$ cat config.mk
export PLATFORM = sky130hd
export DESIGN_NAME = d_stage_ctrl
export DESIGN_NICKNAME = d
export VERILOG_FILES = /design/src/rtl/d_stage_ctrl.sv
export SDC_FILE = /design/constraint.sdc
export NUM_CORES = 1
export LEC_CHECK = 0
export CAP_MARGIN = 10
export CORE_ASPECT_RATIO = 1.2
export CORE_MARGIN = 2
export CORE_UTILIZATION = 48
export CTS_CLUSTER_SIZE = 25
export DETAILED_ROUTE_END_ITERATION = 10
export PLACE_DENSITY = 0.95
export SYNTH_ARGS = -nofsm -noshare
export SYNTH_HDL_FRONTEND = slang
export SYNTH_SLANG_ARGS = --single-unit
export TNS_END_PERCENT = 20
$ cat constraint.sdc
create_clock -name clk -period 9.3 [get_ports clk]
set_input_delay 1.395 -clock clk [delete_from_list [all_inputs] [get_ports clk]]
set_output_delay 1.395 -clock clk [all_outputs]
set_load 0.005 [all_outputs]
$ cat src/rtl/d_stage_ctrl.sv
// Decode-stage controller: hazard scoreboard (E/M), HI/LO busy
// counter, D/E register, and next-PC / stall / flush generation.
module d_stage_ctrl #(
  parameter int MULT_CYCLES = 5,
  parameter int DIV_CYCLES  = 10
) (
  input  logic        clk,
  input  logic        reset,
  input  logic [31:0] F_PC,
  input  logic [31:0] D_PC,
  input  logic [31:0] D_Ins,
  input  logic [31:0] D_RS_Data,
  input  logic [31:0] D_RT_Data,
  output logic [31:0] NPC,
  output logic        F_Stall,
  output logic        D_Stall,
  output logic        D_Flush,
  output logic [31:0] E_PC,
  output logic [31:0] E_Ins,
  output logic [4:0]  E_A3,
  output logic [1:0]  E_Tnew,
  output logic [4:0]  M_A3,
  output logic [1:0]  M_Tnew
);

  localparam logic [3:0] LP_MULT = 4'(MULT_CYCLES);
  localparam logic [3:0] LP_DIV  = 4'(DIV_CYCLES);

  logic [5:0]  w_op;
  logic [5:0]  w_fn;
  logic [4:0]  w_rs;
  logic [4:0]  w_rt;
  logic [4:0]  w_rd;
  logic        w_spc;
  logic        w_ralu;
  logic        w_jr;
  logic        w_mult;
  logic        w_div;
  logic        w_mfhi;
  logic        w_mflo;
  logic        w_addiu;
  logic        w_ori;
  logic        w_lui;
  logic        w_lw;
  logic        w_sw;
  logic        w_beq;
  logic        w_bne;
  logic        w_j;
  logic        w_jal;
  logic        w_md;
  logic        w_hilo;
  logic        w_rs_use;
  logic        w_rt_use;
  logic [1:0]  w_rs_tuse;
  logic [1:0]  w_rt_tuse;
  logic [4:0]  w_a3;
  logic [1:0]  w_tnew;
  logic        w_haz_rs;
  logic        w_haz_rt;
  logic        w_md_stall;
  logic        w_stall;
  logic        w_eq;
  logic        w_taken;
  logic [31:0] w_pc4;
  logic [31:0] w_br_tgt;
  logic [31:0] w_tgt;
  logic [3:0]  r_busy;

  assign w_op = D_Ins[31:26];
  assign w_fn = D_Ins[5:0];
  assign w_rs = D_Ins[25:21];
  assign w_rt = D_Ins[20:16];
  assign w_rd = D_Ins[15:11];

  assign w_spc   = (w_op == 6'h00);
  assign w_ralu  = w_spc & ((w_fn == 6'h20) | (w_fn == 6'h22) |
                            (w_fn == 6'h24) | (w_fn == 6'h25) |
                            (w_fn == 6'h2a));
  assign w_jr    = w_spc & (w_fn == 6'h08);
  assign w_mult  = w_spc & (w_fn == 6'h18);
  assign w_div   = w_spc & (w_fn == 6'h1a);
  assign w_mfhi  = w_spc & (w_fn == 6'h10);
  assign w_mflo  = w_spc & (w_fn == 6'h12);
  assign w_addiu = (w_op == 6'h09);
  assign w_ori   = (w_op == 6'h0d);
  assign w_lui   = (w_op == 6'h0f);
  assign w_lw    = (w_op == 6'h23);
  assign w_sw    = (w_op == 6'h2b);
  assign w_beq   = (w_op == 6'h04);
  assign w_bne   = (w_op == 6'h05);
  assign w_j     = (w_op == 6'h02);
  assign w_jal   = (w_op == 6'h03);

  assign w_md   = w_mult | w_div;
  assign w_hilo = w_md | w_mfhi | w_mflo;

  // Source usage and the cycle each source is first needed
  assign w_rs_use  = w_beq | w_bne | w_jr | w_ralu | w_addiu |
                     w_ori | w_lw | w_sw | w_md;
  assign w_rt_use  = w_beq | w_bne | w_ralu | w_md | w_sw;
  assign w_rs_tuse = (w_beq | w_bne | w_jr) ? 2'd0 : 2'd1;
  assign w_rt_tuse = (w_beq | w_bne) ? 2'd0 :
                     w_sw ? 2'd2 : 2'd1;

  // Destination register and result latency on entry to E
  always_comb begin
    w_a3   = 5'd0;
    w_tnew = 2'd0;
    unique case (1'b1)
      w_ralu, w_mfhi, w_mflo: begin
        w_a3   = w_rd;
        w_tnew = 2'd1;
      end
      w_addiu, w_ori, w_lui: begin
        w_a3   = w_rt;
        w_tnew = 2'd1;
      end
      w_lw: begin
        w_a3   = w_rt;
        w_tnew = 2'd2;
      end
      w_jal: begin
        w_a3   = 5'd31;
        w_tnew = 2'd0;
      end
      default: begin
        w_a3   = 5'd0;
        w_tnew = 2'd0;
      end
    endcase
  end

  // Data hazard: producer in E or M not ready by the source's Tuse
  always_comb begin
    w_haz_rs = 1'b0;
    w_haz_rt = 1'b0;
    if (w_rs_use && (w_rs != 5'd0)) begin
      w_haz_rs = ((w_rs == E_A3) && (E_Tnew > w_rs_tuse)) ||
                 ((w_rs == M_A3) && (M_Tnew > w_rs_tuse));
    end
    if (w_rt_use && (w_rt != 5'd0)) begin
      w_haz_rt = ((w_rt == E_A3) && (E_Tnew > w_rt_tuse)) ||
                 ((w_rt == M_A3) && (M_Tnew > w_rt_tuse));
    end
  end

  assign w_md_stall = w_hilo & (r_busy != 4'd0);
  assign w_stall    = w_haz_rs | w_haz_rt | w_md_stall;
  assign F_Stall    = w_stall;
  assign D_Stall    = w_stall;

  assign w_eq     = (D_RS_Data == D_RT_Data);
  assign w_taken  = (w_beq & w_eq) | (w_bne & ~w_eq) |
                    w_j | w_jal | w_jr;
  assign w_pc4    = D_PC + 32'd4;
  assign w_br_tgt = w_pc4 +
                    {{14{D_Ins[15]}}, D_Ins[15:0], 2'b00};

  // Redirect target for whichever transfer D holds
  always_comb begin
    w_tgt = w_br_tgt;
    unique case (1'b1)
      w_j, w_jal: w_tgt = {D_PC[31:28], D_Ins[25:0], 2'b00};
      w_jr:       w_tgt = D_RS_Data;
      default:    w_tgt = w_br_tgt;
    endcase
  end

  assign D_Flush = w_taken & ~w_stall;
  assign NPC     = D_Flush ? w_tgt : (F_PC + 32'd4);

  // D/E register and E->M scoreboard shift; bubble on stall
  always_ff @(posedge clk or posedge reset) begin
    if (reset) begin
      E_PC   <= 32'd0;
      E_Ins  <= 32'd0;
      E_A3   <= 5'd0;
      E_Tnew <= 2'd0;
      M_A3   <= 5'd0;
      M_Tnew <= 2'd0;
    end else begin
      M_A3   <= E_A3;
      M_Tnew <= (E_Tnew != 2'd0) ? (E_Tnew - 2'd1) : 2'd0;
      if (w_stall) begin
        E_PC   <= 32'd0;
        E_Ins  <= 32'd0;
        E_A3   <= 5'd0;
        E_Tnew <= 2'd0;
      end else begin
        E_PC   <= D_PC;
        E_Ins  <= D_Ins;
        E_A3   <= w_a3;
        E_Tnew <= w_tnew;
      end
    end
  end

  // HI/LO busy counter: load when mult/div issues, else count down
  always_ff @(posedge clk or posedge reset) begin
    if (reset) begin
      r_busy <= 4'd0;
    end else if (w_md && !w_stall) begin
      r_busy <= w_mult ? LP_MULT : LP_DIV;
    end else if (r_busy != 4'd0) begin
      r_busy <= r_busy - 4'd1;
    end
  end

endmodule

==> results.py, run 1 <==
metrics = {
    "routing": {
        "drt_first_iter_violations": 666,
        "first_pass_iters": 5,
        "final_antenna_net_count": 0,
        "routed_wl_microns": 26400,
        "drc": 0,
        "via_per_inst": 6.06,
        "vias": 7381,
        "wl_per_cell_microns": 21.7,
    },
    "yosys": {
        "yosys.area_share.simple": 0.221,
        "synth-edff-count": 0,
        "avgSynthCellArea_sq_um": 8.73,
        "ys_seq_area_frac": 0.298,
        "yosysWarnings": 0,
        "syn-cell-area_sq_um": 6890,
        "netlist_instances": 789,
        "synthDistinctLibCells": 68,
        "synth_mux_area_frac": 0.0163,
        "synthAdderAreaFrac": 0.121,
        "synth-async-reset-ratio": 1.00,
        "synth_xor_area_frac": 0.132,
        "synth_top_family_by_area": "simple AND/OR/NAND/NOR gates",
        "syn-num-nets": 1017,
        "synth_ff_type": "dfrtp_1",
        "synth-compound-area-share": 0.175,
        "ys_seq_elements": 82,
    },
    "timing": {
        "hold_violations": 0,
        "min_period_ps": 7830,
        "tns_ps": 0,
        "clock.fmax_mhz": 128,
        "whs_ps": 487,
        "rsz0062_at_grt": "no",
        "fin_crit_sh": 0.842,
        "tightestPinTransition_ps": 1080,
        "slew_headroom": 0.282,
        "drv_slew": 0,
        "finClkSkew_ps": 8.88,
        "final-setup-viol-count": 0,
        "worst_slack_ps": 1470,
    },
    "outcome": {
        "status": "finished, final reports clean",
    },
    "cts": {
        "clk-insertion-delay-late_ps": 340,
        "tritoncts": "built",
        "cts_root_buf": "clkbuf_16",
        "cts_hold_buf": 0,
        "cts_buffers": 9,
        "cts_sinks": 82,
        "htree_levels": 3,
        "post_cts_buffers": 0,
        "clockBufferDepth": 2,
        "cts.clk_slew.worst_paths_ps": 70,
        "post_cts_resize_count": 0,
    },
    "placed_design": {
        "gp_congestion": 0.983,
        "numPortBuffers": 274,
        "hpwl_microns": 20400,
        "place_area_sq_um": 9700,
        "place_ws_ps": 1590,
        "dp_cells": 1201,
    },
    "global_route": {
        "grt_overflow_total": 0,
        "grt_max_degree": 83,
        "antenna_found_initial": 0,
        "grtUsageTotal": 0.336,
        "grt_pass1_wl_microns": 39900,
        "grt_pass1_vias": 7456,
    },
    "worst_setup_path": {
        "worstPathArrival_ps": 6430,
        "critPathMaxFanout": 63,
        "worstSetupPathType": "primary input to primary output",
        "end_kind": "primary output",
        "cp-start-kind": "primary input",
        "r2r_cells": 8,
        "worstPathRequired_ps": 7910,
    },
    "layout": {
        "drive_gt1_frac": 0.0373,
        "final_common_cell": "clkdlybuf4s50_1",
        "n_antenna_cell": 0,
        "area_growth_syn_to_layout_pct": 45.2,
        "fin_nets": 1269,
        "final_util": 0.717,
        "final_area_sq_um": 10000,
        "most-common-layout-cells": "clkdlybuf4s50_1, dfrtp_1, xnor2_1, ha_1, and2_1",
        "finalNonFillerCells": 1217,
    },
    "floorplanning": {
        "num_io_pins": 275,
        "die_h_microns": 135,
        "initial_core_util": 0.494,
        "dieWidth_microns": 113,
        "dieArea_sq_um": 15300,
        "core_area_sq_um": 13900,
        "rows": 47,
    },
    "power_and_ir_drop": {
        "finalPower_mw": 1.23,
        "sw_frac_of_total": 0.339,
        "p_leak_nw": 4.02,
        "power_frac_comb": 0.379,
        "sequentialPowerShare": 0.322,
        "power.switching_mw": 0.416,
        "p_int_mw": 0.810,
        "pwr_density_cell_nw_per_um2": 123,
        "vdd_drop_max_mv": 0.102,
        "power_frac_clock": 0.299,
    },
    "hold_path": {
        "min-delay-path-class": "flip-flop to flip-flop",
        "hold_path_depth": 1,
    },
    "run": {
        "timing.max_cap.violations": 0,
    },
}
[Yosys cell counts (4+ instances only)]
library cell / instances / share of area
a211oi_1: 6 / 0.0065
a21o_1: 8 / 0.0087
a21oi_1: 48 / 0.035
a22o_1: 6 / 0.0076
a22oi_1: 24 / 0.026
a31oi_1: 15 / 0.014
and2_1: 64 / 0.058
and3_1: 11 / 0.010
buf_2: 6 / 0.0044
buf_6: 6 / 0.0098
clkbuf_1: 23 / 0.013
dfrtp_1: 82 / 0.30
ha_1: 65 / 0.12
inv_1: 13 / 0.0071
mux2i_1: 6 / 0.0087
nand2_1: 61 / 0.033
nand2b_1: 4 / 0.0036
nand3_1: 21 / 0.015
nand4_1: 16 / 0.015
nor2_1: 60 / 0.033
nor2b_1: 10 / 0.0091
nor3_1: 10 / 0.0073
nor3b_1: 5 / 0.0055
nor4_1: 6 / 0.0055
o211ai_1: 4 / 0.0044
o21ai_0: 38 / 0.028
o21ai_1: 7 / 0.0051
o22ai_1: 4 / 0.0036
xnor2_1: 73 / 0.093
xor2_1: 31 / 0.039
[state kept, by name (all words and copies together), names as in the netlist]
name    cells
M_Tnew      2
E_A3        5
r_busy      4
E_Ins      32
E_Tnew      2
E_PC       32
M_A3        5
[power by group through the flow]
stage	Sequential (mW)	Combinational (mW)	Clock [mW]
floorplan	0.400	0.243	0
global placement	0.398	0.443	0
detailed placement	0.400	0.454	0
CTS	0.394	0.459	0.371
global route	0.396	0.503	0.386
finish	0.395	0.465	0.367
[area by class of cell]
cell class              instances  area (sq um)
flip-flops and latches         82          2050
inverters                      14          53.8
well taps                     171           214
multi-input cells             655          4600
clock buffers                   9           225
fillers                       966          3940
clock inverters                 7          70.1
repair buffers                279          2780
[logic make-up (layout without fill, tap and decap cells)]
| family | after synthesis | after routing |
|---|---|---|
| AOI/OAI and AO/OA | 187 | 187 |
| muxes | 10 | 10 |
| DFF | 82 | 82 |
| adders and majority gates | 66 | 66 |
| and+or+nand+nor | 288 | 288 |
| xor gates and xnor gates | 104 | 104 |
| buffers and inverters | 52 | 309 |
[worst paths after layout]
path / from / end / slack [ps]
worst max-delay path: D_Ins[29] / NPC[27] / 1470
worst min-delay path: E_Tnew[0]$_DFF_PP0_ / M_Tnew[0]$_DFF_PP0_ / 490
worst max register to register: r_busy[0]$_DFFE_PP0P_ / r_busy[3]$_DFFE_PP0P_ / 6010
worst min register to register: E_Tnew[0]$_DFF_PP0_ / M_Tnew[0]$_DFF_PP0_ / 490
max in group asynchronous: reset / E_PC[16]$_DFF_PP0_ / 6860
min in group asynchronous: reset / E_Ins[30]$_DFF_PP0_ / 1750
[metal layers]
| metal | wire length, microns | track usage |
|---|---|---|
| met1 | 9870 | 0.396 |
| met5 | 0 | 0 |
| met2 | 13200 | 0.600 |
| met3 | 2310 | 0.0640 |
| met4 | 997 | 0.136 |
[critical path: stages]
cell	delay (ps)
clkdlybuf4s50_1	590
nor4_4	520
nand2_1	210
nor4_4	200
a21oi_1	100
ha_1	300
nor2_1	40
o2111ai_1	160
nor3_1	70
o22ai_1	200
o221a_4	660
a21boi_4	640
buf_4	490
nor2_1	110
a31oi_1	180
clkdlybuf4s50_1	530
Note: power is estimated with default switching activity, not from simulation.
==> run 2, diff against run 1 <==
--- a/config.mk
+++ b/config.mk
@@ -8,7 +8,7 @@
 export CAP_MARGIN = 10
 export CORE_ASPECT_RATIO = 1.2
 export CORE_MARGIN = 2
-export CORE_UTILIZATION = 48
+export CORE_UTILIZATION = 45
 export CTS_CLUSTER_SIZE = 25
 export DETAILED_ROUTE_END_ITERATION = 10
 export PLACE_DENSITY = 0.95
==> constraint.sdc (replaced) <==
create_clock -name clk -period 7.6 [get_ports clk]
set_input_delay 1.14 -clock clk [delete_from_list [all_inputs] [get_ports clk]]
set_output_delay 1.14 -clock clk [all_outputs]
set_load 0.005 [all_outputs]
==> results.py, run 2 (synthesized netlist as in run 1, its figures left out) <==
metrics = {
    "outcome": {
        "status": "finished, final reports clean",
    },
    "floorplanning": {
        "initial_core_util": 0.460,
        "rows": 49,
        "die_h_microns": 140,
        "dieArea_sq_um": 16300,
        "core_area_sq_um": 15000,
        "dieWidth_microns": 117,
        "num_io_pins": 275,
    },
    "placed_design": {
        "place_area_sq_um": 9760,
        "numPortBuffers": 274,
        "gp_congestion": 0.962,
        "hpwl_microns": 20200,
    },
    "cts": {
        "tritoncts": "built",
        "cts_hold_buf": 0,
        "post_cts_resize_count": 0,
        "cts_sinks": 82,
        "post_cts_buffers": 0,
        "htree_levels": 3,
        "cts_buffers": 9,
        "cts.clk_slew.worst_paths_ps": 60,
        "clk-insertion-delay-late_ps": 350,
        "clockBufferDepth": 2,
        "cts_root_buf": "clkbuf_16",
    },
    "worst_setup_path": {
        "critPathMaxFanout": 29,
        "worstPathRequired_ps": 6460,
        "cp-start-kind": "primary input",
        "end_kind": "primary output",
        "worstPathArrival_ps": 5650,
        "worstSetupPathType": "primary input to primary output",
        "reg2reg_slack_ps": 4400,
    },
    "routing": {
        "first_pass_iters": 7,
        "drc": 0,
        "vias": 7313,
        "final_antenna_net_count": 0,
        "drt_first_iter_violations": 729,
        "wl_per_cell_microns": 20.9,
        "routed_wl_microns": 26100,
        "via_per_inst": 5.84,
    },
    "layout": {
        "nFillCells": 1193,
        "final_common_cell": "clkdlybuf4s50_1",
        "n_antenna_cell": 0,
        "fin_nets": 1271,
        "final_area_sq_um": 10000,
        "area_growth_syn_to_layout_pct": 45.8,
        "most-common-layout-cells": "clkdlybuf4s50_1, dfrtp_1, xnor2_1, ha_1, and2_1",
        "largestRegisters": "E_Ins: 32 flops, E_PC: 32 flops",
        "drive_gt1_frac": 0.0391,
    },
    "global_route": {
        "grt_max_degree": 83,
        "antenna_found_initial": 0,
        "grt_pass1_vias": 7255,
        "grt_pass1_wl_microns": 39700,
        "grt_overflow_total": 0,
        "grtUsageTotal": 0.318,
    },
    "timing": {
        "clock.fmax_mhz": 147,
        "final-setup-viol-count": 0,
        "slew_headroom": 0.264,
        "hold_violations": 0,
        "drv_slew": 0,
        "tightestPinTransition_ps": 1100,
        "finClkSkew_ps": 6.78,
        "min_period_ps": 6790,
        "fin_crit_sh": 0.893,
        "rsz0062_at_grt": "no",
        "tns_ps": 0,
        "whs_ps": 476,
    },
    "power_and_ir_drop": {
        "pwr_density_cell_nw_per_um2": 148,
        "vdd_drop_max_mv": 0.0921,
        "p_leak_nw": 4.03,
    },
    "hold_path": {
        "min-delay-path-class": "flip-flop to flip-flop",
    },
    "run": {
        "timing.max_cap.violations": 0,
    },
}
run 2: cell types whose count changed in the layout (fill, tap and decap cells not counted):
cell,previous run,this run
buf_4,5,7
clkinv_8,1,0
clkinv_2,1,2
run 2: stage by stage:
stage	setup WS, ps	cells	util	total power [mW]
floorplan	2320	789	-	0.787
global placement	1060	1236	0.652	1.03
detailed placement	911	1236	0.652	1.04
CTS	860	1252	0.671	1.48
global route	544	1252	0.671	1.55
finish	810	1252	0.671	1.48
run 2: cell type report:
type                    count  area (sq um)  share of cell area
clock inverters             7          58.8             0.00586
well taps                 204           255              0.0254
flip-flops and latches     82          2050               0.204
multi-input cells         655          4600               0.458
clock buffers               9           225              0.0224
repair buffers            281          2800               0.278
inverters                  14          53.8             0.00536
run 2: metal layers:
| layer | vias to the layer above | GRT usage | routed length [microns] |
|---|---|---|---|
| met2 | 404 | 0.551 | 13100 |
| li1 | 3329 | - | - |
| met1 | 3522 | 0.389 | 10200 |
| met3 | 58 | 0.0505 | 1970 |
| met5 | - | 0 | 0 |
| met4 | 0 | 0.128 | 848 |
run 2: final timing paths:
kind                                      from                     to  depth (start not counted)
max reg2reg                E_Tnew[1]$_DFF_PP0_  r_busy[3]$_DFFE_PP0P_                         10
max                                  D_Ins[29]                 NPC[1]                         16
min reg2reg                  E_A3[3]$_DFF_PP0_      M_A3[3]$_DFF_PP0_                          0
max in group asynchronous                reset     E_PC[24]$_DFF_PP0_                          3
min in group asynchronous                reset     E_Ins[1]$_DFF_PP0_                          3
min                          E_A3[3]$_DFF_PP0_      M_A3[3]$_DFF_PP0_                          0
run 2: power breakdown:
| group | leakage [nW] | internal (mW) | total [mW] | switching [mW] |
|---|---|---|---|---|
| registers | 0.988 | 0.466 | 0.481 | 0.0149 |
| clock network | 0.139 | 0.228 | 0.437 | 0.209 |
| logic | 2.90 | 0.295 | 0.565 | 0.270 |
run 2: worst max-delay path, cell delays in order:
cell and delay [ps]:
clkdlybuf4s50_1 620, nor4_4 530, nand2_1 190, nor4_4 190, a21oi_1 100, ha_1 300
nor2_1 40, o2111ai_1 170, nor3_1 60, o22ai_1 200, o221a_4 240, a21boi_4 760
buf_4 350, nor2_1 70, a21oi_1 150, clkdlybuf4s50_1 520
==> run 3, diff against run 2 <==
--- a/config.mk
+++ b/config.mk
@@ -7,7 +7,7 @@
 export LEC_CHECK = 0
 export CAP_MARGIN = 10
 export CORE_ASPECT_RATIO = 1.2
-export CORE_MARGIN = 2
+export CORE_MARGIN = 5
 export CORE_UTILIZATION = 45
 export CTS_CLUSTER_SIZE = 25
 export DETAILED_ROUTE_END_ITERATION = 10
==> results.py, run 3 (synthesized netlist as in run 1, its figures left out) <==
metrics = {
    "worst_setup_path": {
        "end_kind": "primary output",
        "critPathMaxFanout": 18,
        "worstPathArrival_ps": 5380,
        "worstSetupPathType": "primary input to primary output",
        "cp-start-kind": "primary input",
        "worstPathRequired_ps": 6460,
    },
    "routing": {
        "wl_per_cell_microns": 21.1,
        "first_pass_iters": 5,
        "final_antenna_net_count": 0,
        "vias": 7234,
        "drc": 0,
        "via_per_inst": 5.78,
        "routed_wl_microns": 26300,
        "drt_first_iter_violations": 598,
    },
    "timing": {
        "fin_crit_sh": 0.857,
        "finClkSkew_ps": 11.3,
        "final-setup-viol-count": 0,
        "rsz0062_at_grt": "no",
        "tns_ps": 0,
        "clock.fmax_mhz": 153,
        "drv_slew": 0,
        "slew_headroom": 0.267,
        "min_period_ps": 6520,
        "hold_violations": 0,
        "tightestPinTransition_ps": 1100,
    },
    "cts": {
        "post_cts_resize_count": 0,
        "post_cts_buffers": 0,
        "cts_root_buf": "clkbuf_16",
        "clk-insertion-delay-late_ps": 340,
        "clockBufferDepth": 2,
        "cts_buffers": 9,
        "cts.clk_slew.worst_paths_ps": 60,
        "cts_hold_buf": 0,
        "htree_levels": 3,
        "tritoncts": "built",
        "cts_sinks": 82,
    },
    "layout": {
        "final_util": 0.670,
        "area_growth_syn_to_layout_pct": 46.0,
        "largestRegisters": "E_Ins: 32 flops, E_PC: 32 flops",
        "most-common-layout-cells": "clkdlybuf4s50_1, dfrtp_1, xnor2_1, ha_1, and2_1",
        "final_common_cell": "clkdlybuf4s50_1",
        "drive_gt1_frac": 0.0373,
        "nFillCells": 1185,
        "fin_nets": 1269,
    },
    "global_route": {
        "antenna_found_initial": 1,
        "grt_pass1_wl_microns": 40400,
        "grt_overflow_total": 0,
        "grtUsageTotal": 0.288,
        "grt_max_degree": 83,
        "grt_pass1_vias": 7502,
    },
    "placed_design": {
        "numPortBuffers": 274,
        "gp_congestion": 0.976,
        "hpwl_microns": 20600,
    },
    "floorplanning": {
        "core_area_sq_um": 15000,
        "dieWidth_microns": 123,
        "rows": 49,
        "initial_core_util": 0.459,
        "die_h_microns": 146,
        "num_io_pins": 275,
        "dieArea_sq_um": 17900,
    },
    "hold_path": {
        "min-delay-path-class": "flip-flop to flip-flop",
    },
    "run": {
        "timing.max_cap.violations": 0,
    },
    "outcome": {
        "status": "finished, final reports clean",
    },
    "power_and_ir_drop": {
        "pwr_density_cell_nw_per_um2": 150,
        "finalPower_mw": 1.51,
        "vdd_drop_max_mv": 0.0881,
        "p_leak_nw": 4.03,
    },
}
## run 3: worst max-delay path, cell delays in order
cell and delay (ps):
clkdlybuf4s50_1 1010, ha_1 370, ha_1 410, a21oi_1 390, o211ai_1 200, nor3_1 220, nand3_1 160, a21oi_1 330
xor2_1 130, o21ai_0 260, nand2_1 80, o21ai_0 120, clkdlybuf4s50_1 540
## run 3: final cells by class
cell class	instances	area [sq um]	share of cell area
clock inverter	6	72.6	0.00721
antenna	1	2.50	0.000249
clock buffer	10	239	0.0238
tap	204	255	0.0254
inverter	14	53.8	0.00535
timing repair buffer	279	2780	0.276
multi-input combinational	655	4600	0.458
sequential	82	2050	0.204
## run 3: worst paths after layout
kind                                     startpoint               endpoint  slack (ps)  depth (start not counted)
worst min register to register    E_A3[2]$_DFF_PP0_      M_A3[2]$_DFF_PP0_         480                          0
worst max register to register  E_Tnew[1]$_DFF_PP0_  r_busy[3]$_DFFE_PP0P_        4500                         10
max in group asynchronous                     reset     E_PC[25]$_DFF_PP0_        5430                          3
worst max-delay path                      D_Ins[15]                NPC[24]        1080                         13
min in group asynchronous                     reset    E_Ins[28]$_DFF_PP0_        1480                          3
worst min-delay path              E_A3[2]$_DFF_PP0_      M_A3[2]$_DFF_PP0_         480                          0
## run 3: where the power goes
group | internal, mW | switching [mW]
Clock | 0.268 | 0.203
Combinational | 0.295 | 0.267
Sequential | 0.466 | 0.0153
Total | 1.03 | 0.485
## run 3: metrics by stage
step / cells / worst slack (ps) / hold slack (ps) / area, sq um
after global routing: 1251 / 769 / 494 / 10100
after detailed placement: 1234 / 1160 / 458 / 9740
after floorplan: 789 / 2320 / 448 / 6890
after CTS: 1250 / 1110 / 478 / 10100
after global placement: 1234 / 1260 / 448 / 9740
final: 1251 / 1080 / 479 / 10100
## run 3: metal layers
| metal | track usage | share of wire | routed length, microns |
|---|---|---|---|
| met2 | 0.497 | 0.49 | 13000 |
| met3 | 0.0634 | 0.090 | 2360 |
| met5 | 0 | 0 | 0 |
| met4 | 0.108 | 0.034 | 889 |
| met1 | 0.347 | 0.38 | 10100 |
